$ cat config.mk
export PLATFORM = sky130hd
export DESIGN_NAME = mem_arbiter
export DESIGN_NICKNAME = d
export VERILOG_FILES = /design/src/rtl/mem_arbiter.sv
export SDC_FILE = /design/constraint.sdc
export NUM_CORES = 1
export LEC_CHECK = 0
export ABC_AREA = 1
export CAP_MARGIN = 20
export CORE_AREA = 2 2 105 107
export CTS_CLUSTER_SIZE = 14
export DETAILED_ROUTE_END_ITERATION = 10
export DIE_AREA = 0 0 107 109
export PLACE_DENSITY_LB_ADDON = 0.12
export SYNTH_ARGS = -nofsm -noshare
export SYNTH_HDL_FRONTEND = slang
export SYNTH_SLANG_ARGS = --single-unit
$ cat constraint.sdc
create_clock -name CLK -period 4.6 [get_ports CLK]
set_clock_uncertainty 0.2 [all_clocks]
set_input_delay 0.92 -clock CLK [delete_from_list [all_inputs] [get_ports CLK]]
set_output_delay 0.92 -clock CLK [all_outputs]
set_load 0.03 [all_outputs]
$ cat src/rtl/mem_arbiter.sv
// mem_arbiter
// Memory-side responder that arbitrates dcache and icache word requests onto
// one RAM port and answers each requester with the wait/load handshake:
// wait stays high until the word completes, then drops for exactly one cycle.
//
// Parameters:
//   STARVE_MAX  consecutive dcache completions tolerated while iREN is pending
//               before the icache is forced in (fits a 3-bit counter)
// Ports:
//   CLK, RST                      clock, asynchronous active-high reset
//   dREN, dWEN, daddr, dstore     dcache request (write wins over read)
//   dwait, dload                  dcache handshake / read data
//   iREN, iaddr                   icache read request
//   iwait, iload                  icache handshake / read data
//   ramREN, ramWEN, ramaddr,
//   ramstore                      RAM command
//   ramload, ramstate             RAM read data and status
module mem_arbiter #(
  parameter int STARVE_MAX = 4
) (
  input  logic        CLK,
  input  logic        RST,
  input  logic        dREN,
  input  logic        dWEN,
  input  logic [31:0] daddr,
  input  logic [31:0] dstore,
  output logic        dwait,
  output logic [31:0] dload,
  input  logic        iREN,
  input  logic [31:0] iaddr,
  output logic        iwait,
  output logic [31:0] iload,
  output logic        ramREN,
  output logic        ramWEN,
  output logic [31:0] ramaddr,
  output logic [31:0] ramstore,
  input  logic [31:0] ramload,
  input  logic [1:0]  ramstate
);

  localparam logic [1:0] RAM_ACCESS   = 2'd2;
  localparam logic [1:0] RAM_ERROR    = 2'd3;
  localparam logic [2:0] STARVE_MAX_C = 3'(STARVE_MAX);

  typedef enum logic [2:0] {
    IDLE   = 3'd0,
    DGNT   = 3'd1,
    IGNT   = 3'd2,
    DRETRY = 3'd3,
    IRETRY = 3'd4
  } state_t;

  state_t      state_r;
  state_t      next_state_s;
  logic [2:0]  starve_cnt_r;
  logic        starving_s;
  logic        d_done_s;
  logic        i_done_s;
  logic        d_req_s;

  assign d_req_s    = dREN | dWEN;
  assign starving_s = iREN && (starve_cnt_r == STARVE_MAX_C);

  // Grant state register; reset returns to IDLE at once, which drops the
  // RAM enables asynchronously because all outputs decode from state_r.
  always_ff @(posedge CLK or posedge RST) begin
    if (RST) begin
      state_r <= IDLE;
    end else begin
      state_r <= next_state_s;
    end
  end

  // Fairness counter: counts dcache completions seen while the icache waits.
  always_ff @(posedge CLK or posedge RST) begin
    if (RST) begin
      starve_cnt_r <= 3'd0;
    end else if (d_done_s) begin
      if (!iREN) begin
        starve_cnt_r <= 3'd0;
      end else if (starve_cnt_r != STARVE_MAX_C) begin
        starve_cnt_r <= starve_cnt_r + 3'd1;
      end else begin
        starve_cnt_r <= starve_cnt_r;
      end
    end else if (i_done_s) begin
      starve_cnt_r <= 3'd0;
    end else begin
      starve_cnt_r <= starve_cnt_r;
    end
  end

  // Next-state and output decode; RAM command comes only from the grant state.
  always_comb begin
    next_state_s = state_r;
    dwait        = 1'b1;
    iwait        = 1'b1;
    dload        = 32'h0000_0000;
    iload        = 32'h0000_0000;
    ramREN       = 1'b0;
    ramWEN       = 1'b0;
    ramaddr      = 32'h0000_0000;
    ramstore     = 32'h0000_0000;
    d_done_s     = 1'b0;
    i_done_s     = 1'b0;

    case (state_r)
      IDLE: begin
        if (d_req_s && !starving_s) begin
          next_state_s = DGNT;
        end else if (iREN) begin
          next_state_s = IGNT;
        end else begin
          next_state_s = IDLE;
        end
      end

      DGNT: begin
        ramaddr  = daddr;
        ramstore = dstore;
        ramWEN   = dWEN;
        ramREN   = dREN & ~dWEN;
        // A withdrawn request never completes, even if the RAM reports ACCESS.
        if (!d_req_s) begin
          next_state_s = IDLE;
        end else if (ramstate == RAM_ACCESS) begin
          dwait        = 1'b0;
          dload        = ramload;
          d_done_s     = 1'b1;
          next_state_s = IDLE;
        end else if (ramstate == RAM_ERROR) begin
          next_state_s = DRETRY;
        end else begin
          next_state_s = DGNT;
        end
      end

      IGNT: begin
        ramaddr = iaddr;
        ramREN  = iREN;
        if (!iREN) begin
          next_state_s = IDLE;
        end else if (ramstate == RAM_ACCESS) begin
          iwait        = 1'b0;
          iload        = ramload;
          i_done_s     = 1'b1;
          next_state_s = IDLE;
        end else if (ramstate == RAM_ERROR) begin
          next_state_s = IRETRY;
        end else begin
          next_state_s = IGNT;
        end
      end

      DRETRY: begin
        next_state_s = DGNT;
      end

      IRETRY: begin
        next_state_s = IGNT;
      end

      default: begin
        next_state_s = IDLE;
      end
    endcase
  end

endmodule

==> reports/results.tsv <==
stage	metric	value	unit
timing	setup_tns	0	ns
worst_setup_path	critical path launch point type	primary input	
worst_hold_path	worst hold path type	reg2reg	
worst_setup_path	reg-to-reg slack, setup	2.76	ns
timing	Final period util	89.3	%
route	Final ANT Viol Nets	0	
power_and_ir_drop	maximum VDD drop	213	uV
synth	Mapped Cells	337	
synth	Ys Warns	0	
clock_tree	Sink Count	6	
floorplan	Starting Density	14.7	%
timing	worst-margin pin slew	0.526	ns
clock_tree	clk buf depth	2	
global_routing	gr usage total	13.0	%
synth	syn nets	474	
synth	Yosys top cell area share	25.6	%
final_layout	Area Growth Syn to Fin	180	%
timing	fmax	243	MHz
power_and_ir_drop	Power Total	1.62	mW
global_routing	grt total ovfl	0	
power_and_ir_drop	Lkg Pwr	2.10	nW
final_layout	most frequent cells in the layout	clkdlybuf4s50_1 (266), nor2_1 (106), nand2_1 (80)	
clock_tree	clock slew at reported path FFs	0.04	ns
timing	Final min period	4.11	ns
global_routing	largest net degree at the start of global routing	38	
floorplan	Die Ht	109	um
global_routing	vias in the first global route	2565	
clock_tree	CTS Root Cell	clkbuf_8	
route	number of DRC markers in iteration 0	102	
clock_tree	H-tree level count	1	
timing	RSZ-0062 raised after global routing	false	
timing	worst setup margin	0.493	ns
worst_setup_path	WP data required	3.48	ns
route	final wirelength	8390	um
synth	register bit total from synthesis	6	
final_layout	NumNets Final	729	
clock_tree	CTS Hold Bufs	0	
place	DP HPWL	7090	um
power_and_ir_drop	PwrDens	372	nW/um^2
place	RePlAce Congestion	0.764	
worst_setup_path	Critical Path Sink Type	output pin	
place	Port-buffer cells	266	
timing	Max Transition Viols Final	0	
worst_setup_path	Worst EP arrival	2.99	ns
run	number of max-cap violations	0	
route	number of remaining DRC errors	0	
clock_tree	post-cts sizing count	0	
clock_tree	CTS tree	done	
global_routing	first-pass GRT wire length	12200	um
final_layout	share of cells above drive strength 1	1.86	%
synth	leading area contributor after synthesis	nor2_1	
worst_setup_path	reg2reg end	starve_cnt_r[0]	
worst_setup_path	CP max FO	37	
status	status	finished clean	
worst_setup_path	reg2reg path depth	7	
worst_setup_path	worst flop-to-flop path startpoint	state_r[2]	
floorplan	chip width	107	um
worst_setup_path	Critical Setup Path Class	in2out	
worst_hold_path	hold depth	2	
final_layout	final instance area	4350	um^2
floorplan	core area	10600	um^2
place	post-placement cell area	4310	um^2
synth	sequential fraction of the synthesis area	9.66	%
final_layout	commonest non-fill, non-tap cell in the layout	clkdlybuf4s50_1	
timing	Rel. slew slack	64.9	%
global_routing	initial antenna violation count	0	
place	Post-Place Setup Slack	0.474	ns
route	Via Count	2786	
timing	final setup vio count	0	
synth	Mean Syn Cell Area	4.61	um^2
synth	synth top area cells	nor2_1 (26%), nand2_1 (19%), inv_1 (17%), nand3_1 (13%), dfrtp_1 (9.7%)	
floorplan	I/O Pins	267	
clock_tree	total CTS buffers	3	
clock_tree	postcts setup bufs	0	
route	TritonRoute pass-1 iters	3	
worst_setup_path	CP Capture Point	iload[27]	
floorplan	die area	11700	um^2
synth	Yosys cell types	19	
clock_tree	clk_lat worst skew	0.22	ns
route	Avg WL per Cell	11.5	um
route	Vias/cell	3.82	
timing	Final Hold Vio Count	0	
floorplan	num rows	38	
worst_setup_path	crit path launch	iREN	
synth	area of the mapped netlist	1550	um^2
final_layout	antenna cells	0	
routing by layer:
| metal | up-vias | GRT usage, % | part of all wire (%) |
|---|---|---|---|
| met5 | - | 0 | 0 |
| met4 | 0 | 3.06 | 1.2 |
| met3 | 10 | 3.59 | 8.4 |
| met2 | 121 | 26.9 | 56 |
| met1 | 1177 | 12.5 | 35 |
| li1 | 1478 | - | - |
synth_stat cells, drive strengths merged:
cell type / n
dfrtp: 6
clkbuf: 7
nand2: 81
nor3: 1
nand3b: 2
nor2: 108
nand4: 1
nand3: 39
ha: 2
o21ai: 3
a21oi: 1
buf: 13
o22ai: 1
inv: 72
state kept, by name, indices dropped and copies added (netlist names):
| register | flops |
|---|---|
| starve_cnt_r | 3 |
| state_r | 3 |
logic make-up (layout without fill, tap and decap cells):
group	count (synthesis)	in the layout	share of synthesized area (%)
AO/OA/AOI/OAI	5	5	1.69
adder cells (fa/ha/maj)	2	2	1.61
buffers and inverters	92	345	24.7
flip-flops	6	6	9.66
AND/OR/NAND/NOR	232	232	62.3
cell type report:
class | count | area, um^2
multi-input cells | 239 | 1020
repair buffers | 270 | 2690
well taps | 140 | 175
inverters | 72 | 270
clock buffers | 3 | 41.3
flip-flops and latches | 6 | 150
fillers | 1136 | 6250
metrics by stage:
step                utilization, %  cells  hold WS, ns
floorplan                        -    337        0.299
global placement              40.6    727        0.335
detailed placement            40.6    727        0.338
CTS                           41.0    730        0.350
global route                  41.0    730        0.383
finish                        41.0    730        0.351
where the power goes:
group	internal, mW	switching [mW]	leakage (nW)
registers	0.0653	0.0212	0.0796
clock network	0.0561	0.0219	0.0216
logic	0.577	0.878	2.00
worst min path at each step:
stage	startpoint	slack (ns)	end
after floorplan	starve_cnt_r[0]	0.30	starve_cnt_r[0]
after detailed placement	starve_cnt_r[0]	0.34	starve_cnt_r[0]
after CTS	starve_cnt_r[0]	0.35	starve_cnt_r[0]
after global routing	starve_cnt_r[0]	0.38	starve_cnt_r[0]
after global placement	starve_cnt_r[0]	0.33	starve_cnt_r[0]
final	starve_cnt_r[0]	0.35	starve_cnt_r[0]
worst max-delay path, cell delays in order:
cell	delay (ns)
clkdlybuf4s50_1	0.63
nand4_4	0.47
nor2_1	0.25
clkdlybuf4s50_1	0.70
Power figures use the tool's default switching activity.
==> edit, RTL diff (same settings) <==
Encoding of `state_t`: now Gray code (3 bits for 5 states).
--- a/src/rtl/mem_arbiter.sv
+++ b/src/rtl/mem_arbiter.sv
@@ -43,11 +43,11 @@
   localparam logic [2:0] STARVE_MAX_C = 3'(STARVE_MAX);
 
   typedef enum logic [2:0] {
-    IDLE   = 3'd0,
-    DGNT   = 3'd1,
-    IGNT   = 3'd2,
-    DRETRY = 3'd3,
-    IRETRY = 3'd4
+    IDLE   = 3'b000,
+    DGNT   = 3'b001,
+    IGNT   = 3'b011,
+    DRETRY = 3'b010,
+    IRETRY = 3'b110
   } state_t;
 
   state_t      state_r;
Function: same outputs for any inputs over 10 cycles, from zero or initial values and one cycle with RST high; not proved beyond that.
==> edit against the original RTL <==
- total power shrank 2.0%
- wire length grew 0.50%
- sequential power shrank 14%
- synthesized area shrank 1.8%
- setup slack lost 0.046 ns
- via count shrank 2.4%
- first-iteration DRC count grew 3.9%
- synthesized cell count grew 0.30%
- cell area grew 0.37%
- sequential cell count is the same
- critical path depth grew 2
- largest cell class unchanged
==> edit: results (changes against the original RTL) <==
stage,metric,value,unit,change
outcome,status,completed,,
synth,synth top area cells,"nor2_1, inv_1, nand2_1, o21ai_0, dfrtp_1",,
timing,max_slew headroom,55.19,%,-9.7 points
detailed_routing,met3 wire length,751,um,+6.8%
detailed_routing,routed length on met2,4730,um,+1.1%
power_and_ir_drop,Sw Ratio,56.02,%,-0.84 points
detailed_routing,top routing layer in use,met4,,
critical_path,Worst Setup EP,dload[20],,
synth,"Seq/Total Area, Yosys",9.836,%,+0.17 points
final_layout,n_diodes,0,,unchanged
synth,Synth async-reset ratio,100.0,%,unchanged
critical_path,crit path max fanout,36,,-2.7%
detailed_routing,met1 wire length,2909,um,about the same
power_and_ir_drop,worst vdd ir,0.1920,mV,-9.8%
critical_path,R2R Path End,starve_cnt_r[1],,
synth,Adder-Cell Fraction of Synth Area,1.639,%,+0.029 points
final_layout,final core occ,41.17,%,+0.15 points
detailed_routing,initial DRC count,106,,+3.9%
synth,xor/xnor share of the synthesized area,0,%,unchanged
grt,met3 usage,3.407,%,-0.18 points
clock_network,number of setup buffers added after CTS,0,,unchanged
grt,GR Util met1,12.64,%,+0.19 points
grt,GR Util met2,27.53,%,+0.59 points
clock_network,Clock transition at path regs,0.03,ns,
final_layout,fin nets,735,,+0.82%
critical_path,Register-to-Register Path Depth,8,,+1
detailed_routing,wire length per cell,11.46,um,-0.32%
grt,total global-route track usage,12.99,%,+0.030 points
synth,post-synthesis compound-gate area fraction,12.38,%,+11 points
power_and_ir_drop,Logic pwr share,90.6,%,+0.8 points
power_and_ir_drop,Clk. pwr,0.0755,mW,-3.3%
final_layout,biggest regs,"starve_cnt_r x3, state_r x3",,
detailed_routing,Initial DRT Pass Iterations,4,,+1
hold_path,"Endpoint, Worst Hold",state_r[1],,
clock_network,clk root buf,clkbuf_8,,
critical_path,Worst R2R Setup Slack,2.80,ns,+0.04 ns
critical_path,Worst path slowest cell,clkdlybuf4s50_1,,
final_layout,share of cells above drive strength 1,2.517,%,+0.65 points
clock_network,Clock Tree Buf Depth,2,,unchanged
grt,pin count of the biggest net entering global routing,38,,unchanged
clock_network,clk_lat worst skew,0.22,ns,about the same
detailed_routing,total vias in the final route,2720,,-2.4%
synth,Yosys warning count,0,,unchanged
hold_path,hold path depth,2,,unchanged
placement,Port Buffer Count,266,,unchanged
grt,first-pass GRT wire length,12190,um,-0.17%
critical_path,FF-to-FF Start,state_r[2],,
synth,top post-synthesis cells by count,"nor2_1, inv_1, nand2_1",,
grt,vias in the first global route,2486,,-3.1%
placement,GPL Wtd Cong,0.7837,,+2.6%
synth,syn_nets,475,,+0.21%
power_and_ir_drop,leakage power,2.118,nW,+0.96%
synth,Synth Flop Type,dfrtp_1,,
critical_path,critical path data arrival time,3.03,ns,+0.04 ns
synth,Yosys cell types,17,,-2
critical_path,crit path from,dREN,,
synth,post-synthesis mux area share,0,%,unchanged
placement,hpwl dp,7203,um,+1.7%
hold_path,hold_sp,state_r[2],,
## edit: cell count changes after synthesis, moves of 3 or more
cell	unedited run	this run
buf_6	3	0
o21ai_0	3	34
inv_1	72	105
nor2_1	106	109
nand2_1	80	47
nand3_1	39	9
## edit: per-stage QoR
stage	std cells	area [um2]	total power, mW	worst slack [ns]	hold slack (ns)
after floorplan	338	1526	0.8712	1.553	0.2787
final	736	4365	1.588	0.4469	0.3092
after CTS	736	4365	1.609	0.4244	0.3115
after global routing	736	4365	1.687	0.2053	0.3497
after detailed placement	733	4324	1.527	0.4304	0.3046
after global placement	733	4324	1.526	0.4503	0.3162
## edit: layout make-up
cell class              count  area (um2)
clock buffers               3       41.29
fillers                  1111        6237
inverters                 105       394.1
multi-input cells         212       912.1
flip-flops and latches      6       150.1
well taps                 140       175.2
repair buffers            270        2693
## edit: worst max-delay path, delay by kind of cell
family | cells | cell delay [ns]
buf+inv | 2 | 1.21
simple gates | 4 | 0.89
